File: src/rtl/datapath_generate_if.sv
// Bundle between the road-game control FSM / VGA adapter and the datapath.
// master: FSM side (drives phase enables and player lane, receives pixels and status).
// slave : datapath side.
//   erase_enable, draw_player_enable, draw_enable, draw_enable2, wait_enable : phase enables
//   player_lane : player lane select (3 clamps to 2)
//   lane_enable : lanes occupied by NPC cars
//   collide_yes : sticky collision flag
//   x, y, colour, plot : VGA pixel write
interface datapath_generate_if;
    logic       erase_enable;
    logic       draw_player_enable;
    logic       draw_enable;
    logic       draw_enable2;
    logic       wait_enable;
    logic [1:0] player_lane;
    logic [2:0] lane_enable;
    logic       collide_yes;
    logic [7:0] x;
    logic [6:0] y;
    logic [2:0] colour;
    logic       plot;

    modport master (
        output erase_enable, draw_player_enable, draw_enable, draw_enable2, wait_enable, player_lane,
        input  lane_enable, collide_yes, x, y, colour, plot
    );

    modport slave (
        input  erase_enable, draw_player_enable, draw_enable, draw_enable2, wait_enable, player_lane,
        output lane_enable, collide_yes, x, y, colour, plot
    );
endinterface

File: src/rtl/datapath_generate.sv
// Road-game datapath: turns one-hot phase enables into VGA pixel writes
// (full-screen erase, player sprite, up to two NPC cars), owns the NPC row,
// LFSR lane selection and collision detection.
// Ports:
//   clk    : system clock
//   resetn : synchronous reset, active low
//   bus    : datapath_generate_if.slave (enables in; lane_enable, collide_yes, x/y/colour/plot out)
// Optional feature: define DATAPATH_SPEED_RAMP_EN to make the NPC step grow by one
// on every car wrap, saturating at 4; otherwise the step is fixed.
module datapath_generate (
    input  logic                 clk,
    input  logic                 resetn,
    datapath_generate_if.slave   bus
);
    localparam int unsigned SCREEN_W   = 160;
    localparam int unsigned SCREEN_H   = 120;
    localparam int unsigned SPRITE_W   = 21;
    localparam int unsigned SPRITE_H   = 30;
    localparam int unsigned LANE_X0    = 20;
    localparam int unsigned LANE_PITCH = 50;
    localparam int unsigned PLAYER_Y   = 88;
    localparam int unsigned CAR_STEP   = 2;
    localparam int unsigned STEP_MAX   = 4;

    localparam logic [2:0] PH_NONE   = 3'd0;
    localparam logic [2:0] PH_ERASE  = 3'd1;
    localparam logic [2:0] PH_PLAYER = 3'd2;
    localparam logic [2:0] PH_DRAW   = 3'd3;
    localparam logic [2:0] PH_DRAW2  = 3'd4;

    logic [2:0] phase_q, phase_c;
    logic       first_c;
    logic [7:0] sx_q, sx_c, sx_next;
    logic [6:0] sy_q, sy_c, sy_next;
    logic [7:0] w_last_c;
    logic [6:0] h_last_c;
    logic [1:0] pl_in_c, plane_q, plane_next;
    logic [1:0] first_lane_c, second_lane_c;
    logic       second_ok_c;
    logic [7:0] car_row_c;
    logic       clip_c;
    logic [6:0] car_y_q, car_y_next;
    logic [7:0] car_sum_c;
    logic       wrap_c;
    logic [2:0] lane_q, lane_next;
    logic [7:0] lfsr_q, lfsr_next;
    logic       wait_q;
    logic       hit_c;
    logic       collide_q, collide_next;
    logic [7:0] x_q, x_next;
    logic [6:0] y_q, y_next;
    logic [2:0] colour_q, colour_next;
    logic       plot_q, plot_next;
    logic [2:0] step_c;

    function automatic logic [7:0] lane_x(input logic [1:0] lane);
        return 8'(LANE_X0) + 8'(LANE_PITCH) * {6'd0, lane};
    endfunction

    // Phase decode with erase > player > draw > draw2 priority.
    always_comb begin
        phase_c = PH_NONE;
        if (bus.erase_enable)            phase_c = PH_ERASE;
        else if (bus.draw_player_enable) phase_c = PH_PLAYER;
        else if (bus.draw_enable)        phase_c = PH_DRAW;
        else if (bus.draw_enable2)       phase_c = PH_DRAW2;
    end

    // A phase change (including from idle) restarts the pixel walk at 0.
    always_comb begin
        first_c  = (phase_c != phase_q);
        sx_c     = first_c ? 8'd0 : sx_q;
        sy_c     = first_c ? 7'd0 : sy_q;
        w_last_c = (phase_c == PH_ERASE) ? 8'(SCREEN_W - 1) : 8'(SPRITE_W - 1);
        h_last_c = (phase_c == PH_ERASE) ? 7'(SCREEN_H - 1) : 7'(SPRITE_H - 1);
        sx_next  = sx_c;
        sy_next  = sy_c;
        if (phase_c == PH_NONE) begin
            sx_next = 8'd0;
            sy_next = 7'd0;
        end else if (sx_c == w_last_c) begin
            if (sy_c != h_last_c) begin
                sx_next = 8'd0;
                sy_next = sy_c + 7'd1;
            end
        end else begin
            sx_next = sx_c + 8'd1;
        end
    end

    // Lane targets: lowest set bit for DRAW, next set bit for DRAW2.
    always_comb begin
        first_lane_c  = 2'd2;
        second_lane_c = 2'd2;
        second_ok_c   = 1'b0;
        if (lane_q[0]) begin
            first_lane_c = 2'd0;
            if (lane_q[1]) begin
                second_lane_c = 2'd1;
                second_ok_c   = 1'b1;
            end else begin
                second_ok_c   = lane_q[2];
            end
        end else if (lane_q[1]) begin
            first_lane_c = 2'd1;
            second_ok_c  = lane_q[2];
        end
    end

`ifdef DATAPATH_SPEED_RAMP_EN
    logic [2:0] step_q;
    assign step_c = step_q;

    always_ff @(posedge clk) begin
        if (!resetn)                                  step_q <= 3'(CAR_STEP);
        else if (wrap_c && step_q < 3'(STEP_MAX))     step_q <= step_q + 3'd1;
    end
`else
    assign step_c = 3'(CAR_STEP);
`endif

    // Pixel generation, car motion, lane reload and collision.
    always_comb begin
        pl_in_c    = (bus.player_lane == 2'd3) ? 2'd2 : bus.player_lane;
        plane_next = (phase_c == PH_PLAYER && first_c) ? pl_in_c : plane_q;
        car_row_c  = {1'b0, car_y_q} + {1'b0, sy_c};
        clip_c     = (car_row_c >= 8'(SCREEN_H));

        x_next      = x_q;
        y_next      = y_q;
        colour_next = colour_q;
        plot_next   = 1'b0;
        case (phase_c)
            PH_ERASE: begin
                x_next      = sx_c;
                y_next      = sy_c;
                colour_next = 3'b000;
                plot_next   = 1'b1;
            end
            PH_PLAYER: begin
                x_next      = lane_x(plane_next) + sx_c;
                y_next      = 7'(PLAYER_Y) + sy_c;
                colour_next = 3'b010;
                plot_next   = 1'b1;
            end
            PH_DRAW: begin
                x_next      = lane_x(first_lane_c) + sx_c;
                y_next      = car_row_c[6:0];
                colour_next = 3'b100;
                plot_next   = !clip_c;
            end
            PH_DRAW2: begin
                x_next      = lane_x(second_lane_c) + sx_c;
                y_next      = car_row_c[6:0];
                colour_next = 3'b100;
                plot_next   = second_ok_c && !clip_c;
            end
            default: plot_next = 1'b0;
        endcase

        car_sum_c  = {1'b0, car_y_q} + {5'd0, step_c};
        wrap_c     = bus.wait_enable && !wait_q && (car_sum_c >= 8'(SCREEN_H));
        car_y_next = car_y_q;
        lane_next  = lane_q;
        if (wrap_c) begin
            car_y_next = 7'd0;
            case (lfsr_q[2:0])
                3'b000:  lane_next = 3'b001;
                3'b111:  lane_next = 3'b101;
                default: lane_next = lfsr_q[2:0];
            endcase
        end else if (bus.wait_enable && !wait_q) begin
            car_y_next = car_sum_c[6:0];
        end

        // Taps x^8+x^6+x^5+x^4+1.
        lfsr_next = {lfsr_q[6:0], lfsr_q[7] ^ lfsr_q[5] ^ lfsr_q[4] ^ lfsr_q[3]};

        hit_c = lane_q[pl_in_c]
             && ({1'b0, car_y_q} < 8'(PLAYER_Y + SPRITE_H))
             && (({1'b0, car_y_q} + 8'(SPRITE_H)) > 8'(PLAYER_Y));
        collide_next = collide_q | (phase_c == PH_DRAW && first_c && hit_c);
    end

    // State register.
    always_ff @(posedge clk) begin
        if (!resetn) begin
            phase_q   <= PH_NONE;
            sx_q      <= 8'd0;
            sy_q      <= 7'd0;
            plane_q   <= 2'd0;
            car_y_q   <= 7'd0;
            lane_q    <= 3'b010;
            lfsr_q    <= 8'hA5;
            wait_q    <= 1'b0;
            collide_q <= 1'b0;
            x_q       <= 8'd0;
            y_q       <= 7'd0;
            colour_q  <= 3'b000;
            plot_q    <= 1'b0;
        end else begin
            phase_q   <= phase_c;
            sx_q      <= sx_next;
            sy_q      <= sy_next;
            plane_q   <= plane_next;
            car_y_q   <= car_y_next;
            lane_q    <= lane_next;
            lfsr_q    <= lfsr_next;
            wait_q    <= bus.wait_enable;
            collide_q <= collide_next;
            x_q       <= x_next;
            y_q       <= y_next;
            colour_q  <= colour_next;
            plot_q    <= plot_next;
        end
    end

    assign bus.lane_enable = lane_q;
    assign bus.collide_yes = collide_q;
    assign bus.x           = x_q;
    assign bus.y           = y_q;
    assign bus.colour      = colour_q;
    assign bus.plot        = plot_q;
endmodule
File: src/flat_wrapper.sv
// flat-port wrapper written by rule: the top's interface ports become plain ports
module datapath_generate_flat 
  (clk, resetn, bus_erase_enable, bus_draw_player_enable, bus_draw_enable, bus_draw_enable2, bus_wait_enable, bus_player_lane, bus_lane_enable, bus_collide_yes, bus_x, bus_y, bus_colour, bus_plot);
  datapath_generate_if bus_i ();
  input  logic clk;
  input  logic resetn;
  input wire logic [$bits(bus_i.erase_enable)-1:0] bus_erase_enable;
  input wire logic [$bits(bus_i.draw_player_enable)-1:0] bus_draw_player_enable;
  input wire logic [$bits(bus_i.draw_enable)-1:0] bus_draw_enable;
  input wire logic [$bits(bus_i.draw_enable2)-1:0] bus_draw_enable2;
  input wire logic [$bits(bus_i.wait_enable)-1:0] bus_wait_enable;
  input wire logic [$bits(bus_i.player_lane)-1:0] bus_player_lane;
  output wire logic [$bits(bus_i.lane_enable)-1:0] bus_lane_enable;
  output wire logic [$bits(bus_i.collide_yes)-1:0] bus_collide_yes;
  output wire logic [$bits(bus_i.x)-1:0] bus_x;
  output wire logic [$bits(bus_i.y)-1:0] bus_y;
  output wire logic [$bits(bus_i.colour)-1:0] bus_colour;
  output wire logic [$bits(bus_i.plot)-1:0] bus_plot;
  assign bus_i.erase_enable = bus_erase_enable;
  assign bus_i.draw_player_enable = bus_draw_player_enable;
  assign bus_i.draw_enable = bus_draw_enable;
  assign bus_i.draw_enable2 = bus_draw_enable2;
  assign bus_i.wait_enable = bus_wait_enable;
  assign bus_i.player_lane = bus_player_lane;
  assign bus_lane_enable = bus_i.lane_enable;
  assign bus_collide_yes = bus_i.collide_yes;
  assign bus_x = bus_i.x;
  assign bus_y = bus_i.y;
  assign bus_colour = bus_i.colour;
  assign bus_plot = bus_i.plot;
  datapath_generate u_core (.clk(clk), .resetn(resetn), .bus(bus_i));
endmodule
File: config.mk
export PLATFORM = sky130hd
export DESIGN_NAME = datapath_generate_flat
export DESIGN_NICKNAME = d
export VERILOG_FILES = /design/src/rtl/datapath_generate_if.sv /design/src/rtl/datapath_generate.sv /design/src/flat_wrapper.sv
export SDC_FILE = /design/constraint.sdc
export NUM_CORES = 1
export LEC_CHECK = 0
export CELL_PAD_IN_SITES_DETAIL_PLACEMENT = 1
export CELL_PAD_IN_SITES_GLOBAL_PLACEMENT = 1
export CORE_MARGIN = 4
export CORE_UTILIZATION = 25
export CTS_CLUSTER_SIZE = 25
export DETAILED_ROUTE_END_ITERATION = 8
export PLACE_DENSITY_LB_ADDON = 0.05
export SYNTH_ARGS = -nofsm -noshare
export SYNTH_HDL_FRONTEND = slang
export SYNTH_SLANG_ARGS = --single-unit
File: constraint.sdc
create_clock -name clk -period 9.55 [get_ports clk]
set_input_delay 0.955 -clock clk [delete_from_list [all_inputs] [get_ports clk]]
set_output_delay 0.955 -clock clk [all_outputs]
set_load 0.1 [all_outputs]
After elaboration in Yosys (flattened, before gate mapping)
Cells that the tools add are included.
{"block": "word_totals", "register_bits": 59, "output_inout_bits": 23, "word_cells": 92}
{"block": "classes", "addsub": 12, "multipliers": 3, "n_lt_le_gt_ge": 5, "eq_ne": 9, "muxes": 27, "n_bitwise": 5, "n_reduce_logical": 18}
{"operator": "$mux W8", "n": 4}
{"operator": "$pmux W8 S4", "n": 1}
{"operator": "$mux W7", "n": 4}
{"operator": "$add A5 B8 Y8 const A", "n": 3}
{"operator": "$add A8 B8 Y8", "n": 3}
{"operator": "$mul A5 B2 Y7 const A", "n": 3}
{"operator": "$pmux W7 S3", "n": 1}
{"operator": "$ge A8 B7 Y1 const B", "n": 2}
{"operator": "$mux W3", "n": 4}
{"operator": "$mux W2", "n": 5}
{"operator": "$pmux W3 S3", "n": 1}
{"operator": "$add A7 B2 Y8 const B", "n": 1}
{"operator": "$add A7 B5 Y8 const B", "n": 1}
{"operator": "$add A7 B7 Y8", "n": 1}
{"operator": "$add A8 B1 Y8 const B", "n": 1}
{"operator": "$eq A8 B8 Y1", "n": 1}
{"operator": "$gt A8 B7 Y1 const B", "n": 1}
{"operator": "$logic_and A1 B1 Y1", "n": 8}
{"operator": "$reduce_or A2 Y1", "n": 4}
{"operator": "$add A7 B1 Y7 const B", "n": 1}
{"operator": "$add A7 B7 Y7 const A", "n": 1}
{"operator": "$lt A7 B7 Y1 const B", "n": 1}
{"operator": "$ne A7 B7 Y1", "n": 1}
{"operator": "$eq A3 B2 Y1 const B", "n": 2}
{"operator": "16 further kinds", "n": 24}

Logic depth before layout (Yosys ltp)
{"block": "depth", "ltp_word": 11, "depth_mapped": 19}

Least setup slack after synthesis
Ideal clock, no wire load.
{"block": "synth_timing", "path_type": "in2reg", "startpoint": "input port bus_draw_player_enable", "endpoint": "register u_core.x_q[7], in the netlist u_core.bus.x[7]", "arrival_ns": 4.397, "required_time_ns": 9.432, "path_slack_ns": 5.036, "path_stages": 18, "n_path_buf": 1, "path_cell_list": "buf_2 or4b_1 xor2_1 nand3_1 nand2_1 mux2i_1 inv_1 ha_1 inv_1 ha_1 ha_1 nand2b_1 o21bai_1 a21oi_1 xnor2_1 xnor2_1 o221ai_1 a22o_1"}
{"block": "synth_via", "elab_chain_len": 9, "elab_cells_between_ends": 17, "cone_classes": "4 x add/sub; 1 x mul; 5 x eq/ne; 5 x mux; 2 x reduce/logical"}
{"item": "start: declaration", "line": "flat_wrapper.sv:8", "text": "input wire logic [$bits(bus_i.draw_player_enable)-1:0] bus_draw_player_enable;"}
{"item": "$mux W3 (*)", "line": "datapath_generate.sv:64", "text": "else if (bus.draw_player_enable) phase_c = PH_PLAYER;"}
{"item": "$mux W3 (*)", "line": "datapath_generate.sv:63", "text": "if (bus.erase_enable) phase_c = PH_ERASE;"}
{"item": "$eq A3 B2 Y1 / $ne A3 B3 Y1 (equally long branches)", "line": "datapath_generate.sv:125, datapath_generate.sv:71"}
{"item": "$logic_and A1 B1 Y1 (*)", "line": "datapath_generate.sv:125", "text": "plane_next = (phase_c == PH_PLAYER && first_c) ? pl_in_c : plane_q;"}
{"item": "$mux W2 (*)", "line": "datapath_generate.sv:125"}
{"item": "net u_core.plane_next[1]", "line": "datapath_generate.sv:37", "text": "logic [1:0] pl_in_c, plane_q, plane_next;"}
{"item": "$mul A5 B2 Y7 (*)", "line": "datapath_generate.sv:57", "text": "return 8'(LANE_X0) + 8'(LANE_PITCH) * {6'd0, lane};"}
{"item": "$add A5 B8 Y8 (*)", "line": "datapath_generate.sv:57"}
{"item": "$add A8 B8 Y8 (*)", "line": "datapath_generate.sv:141", "text": "x_next = lane_x(plane_next) + sx_c;"}
{"item": "$pmux W8 S4 (*)", "line": "datapath_generate.sv:133", "text": "case (phase_c)"}
{"item": "end signal: assignment", "line": "datapath_generate.sv:211", "text": "x_q <= x_next;"}
{"item": "end: declaration", "line": "datapath_generate.sv:50", "text": "logic [7:0] x_q, x_next;"}
Mark *: on every way through the listed nets, which the timed path passes. The rest lies on a longest branch.
A chain may end at the register's enable or synchronous reset.

Worst setup path after layout
Ends and elaborated chain as after synthesis.

==> flow_summary.ini <==
[status]
outcome = finished clean

[cts]
cts_buffer_depth = 2
clock-root-buffer = clkbuf_16
ctsResizeCount = 0
clkSinkCount = 57
cts_buffers = 9
cts_hold_buffers = 0
cts_max_level = 3
cts_setup_buffers = 0
clk_pin_slew_ns = 0.05
clk_latency_ns = 0.33
tritoncts = built

[global_routing]
antenna_found_initial = 0
grt_pass1_vias = 3834
grt_util_all_layers_pct = 15.65
grt_max_degree = 28
grt_pass1_wl_mm = 21.84
overflow = 0

[floorplanning]
io_pins = 32
die_w_um = 133.7
start_util_pct = 25.78
die_h_um = 133.7
core_sq_mm = 0.01531
dieArea_sq_mm = 0.01787
num_rows = 45

[synth]
synth-edff-count = 0
syn_inst = 498
synth_warnings = 0
synth_ff_type = dfxtp_1
syn_avg_cell_area_sq_um = 7.927
netlist_area_sq_mm = 0.003948
synth_cell_type_count = 56
ys_seq_area_share_pct = 28.91
syn_nets = 548
async_reset_ff_share_pct = 0
synth-seq-cells = 57

[critical_path]
cpMostUsedCell = ha_1
worst_path_max_delay_cell = clkdlybuf4s50_1
end_kind = register
cp-start-kind = input port
arrival_ns = 5.82
critPathMaxFanout = 21
slowest_delay_ns = 0.81
worstPathCellList = clkdlybuf4s50_1 -> or4b_1 -> xor2_1 -> nand3_1 -> nand2_1 -> mux2i_1 -> inv_1 -> ha_1 -> inv_1 -> ha_1 -> ha_1 -> nand2b_1 -> o21bai_1 -> a21oi_1 -> xnor2_1 -> xnor2_1 -> o221ai_1 -> a22o_1
crit_required_ns = 9.78
crit_type = in2reg

[layout]
nNetsFinal = 570
final_core_util_pct = 30.92
antennaDiodeCount = 0
layout_commonest_cell = dfxtp_1
fillers = 1850
areaGrowthSynthToFinish_pct = 19.97
final_cells = 736
mostFrequentLayoutCells = 57 x dfxtp_1, 54 x nor2_1, 47 x nand2_1, 38 x ha_1, 32 x a21oi_1
drive_gt1_share_pct = 4.571
stdcell_area_sq_mm = 0.004736

[power_and_ir_drop]
vdd.ir_drop.worst_mv = 0.08807
leakagePower_nw = 1.839
total_power_mw = 0.6814
power.density_mw_per_mm2 = 143.9

[placed_design]
dp_hpwl_mm = 10.27
dp.cells = 720
io_buffers = 30
gp_congestion = 0.8108
pre_cts_ws_ns = 3.662
placed_area_sq_mm = 0.004438

[routing]
viasPerCell = 4.982
drt_pass1_iterations = 6
drc_errors = 0
drtIter0Drc = 151
antenna_left = 0
wl_per_cell_um = 18.26
wl_mm = 13.44
vias = 3667

[sta]
skew_ns = 0.006002
max_slew_margin_pct = 30.23
setup_tns_ns = 0
hold_viol_final = 0
rsz0062_at_grt = false
period_minus_slack_ns = 5.596
slew_viol_final = 0
timing.fmax_mhz = 178.7
setup_viol = 0
worst_slack_ns = 3.954
worst-slew-pin-transition_ns = 1.040
whs_ns = 0.4168
post-route-period-util_pct = 58.60

[min_path]
holdCritPathClass = reg2reg

[job]
max-cap-violations = 0
## state kept, by name, summed over array words and instances, names as in the netlist
| name | count |
|---|---|
| u_core.bus.colour | 2 |
| u_core.wait_q | 1 |
| u_core.bus.y | 7 |
| u_core.plane_q | 2 |
| u_core.car_y_q | 6 |
| u_core.bus.plot | 1 |
| u_core.sy_q | 7 |
| u_core.lfsr_q | 8 |
| u_core.bus.x | 8 |
| u_core.bus.collide_yes | 1 |
| u_core.sx_q | 8 |
| u_core.phase_q | 3 |
| u_core.bus.lane_enable | 3 |
## final timing paths
check                          from  slack (ns)  depth (start not counted)          endpoint
max          bus_draw_player_enable        3.95                         18   u_core.bus.x[7]
min                u_core.lfsr_q[6]        0.42                          1  u_core.lfsr_q[7]
min reg2reg        u_core.lfsr_q[6]        0.42                          1  u_core.lfsr_q[7]
max reg2reg       u_core.phase_q[1]        5.40                         17   u_core.bus.x[7]
## kinds of logic after synthesis
logic type	after synthesis	synth area share (%)
simple gates	197	24.75
compound gates	106	17.31
flops	57	28.91
buf+inv	53	5.578
fa+ha+maj	43	14.07
xor+xnor	35	7.765
mux	6	1.521
other cells	1	0.09500
## layout make-up
| type | instances | area [sq um] | area share [%] |
|---|---|---|---|
| clock buffer | 11 | 242.7 | 5.126 |
| clock inverter | 5 | 55.05 | 1.162 |
| inverter | 29 | 108.9 | 2.299 |
| multi-input combinational | 388 | 2586 | 54.61 |
| sequential | 57 | 1141 | 24.10 |
| tap | 211 | 264.0 | 5.575 |
| timing repair buffer | 35 | 337.8 | 7.133 |
## critical path, delay by kind of cell
family                     cells  cell delay [ns]
xor gates and xnor gates       3             0.66
buffers and inverters          3             0.95
and+or+nand+nor                4             1.49
adders and majority gates      3             0.86
muxes                          1             0.31
AOI/OAI and AO/OA              4             0.56
## layer usage
layer  up-vias  track usage (%)  part of all wire (%)
li1       1804                -                     -
met1      1785            21.38                    50
met2        63            24.35                    45
met3        15            3.588                   3.9
met4         0            5.200                   1.6
met5         -                0                     0
## where the power goes
group,leakage [nW],internal [mW],switching [mW]
sequential,0.466,0.248,0.00801
combinational,1.23,0.0297,0.0716
clock,0.142,0.208,0.117
total,1.84,0.485,0.196
## synth_stat cells, drive strengths merged, types with 3 or more instances
cell type | count | area share, %
a211oi | 4 | 0.76
a21oi | 32 | 4.1
a22o | 4 | 0.89
a311oi | 5 | 1.1
a31oi | 6 | 0.95
and2 | 13 | 2.1
buf | 7 | 1.2
clkbuf | 17 | 1.6
dfxtp | 57 | 29
fa | 3 | 1.5
ha | 38 | 12
inv | 29 | 2.8
mux2i | 6 | 1.5
nand2 | 47 | 4.5
nand2b | 11 | 1.7
nand3 | 16 | 2.0
nand4 | 11 | 1.7
nor2 | 54 | 5.1
nor2b | 7 | 1.1
nor3 | 13 | 1.6
nor4 | 4 | 0.63
nor4b | 5 | 1.1
o211ai | 3 | 0.57
o21a | 4 | 0.76
o21ai | 25 | 3.2
o21bai | 3 | 0.57
o22ai | 4 | 0.63
or4 | 3 | 0.57
xnor2 | 17 | 3.8
xor2 | 18 | 4.0
Note: power is estimated with default switching activity, not from simulation.
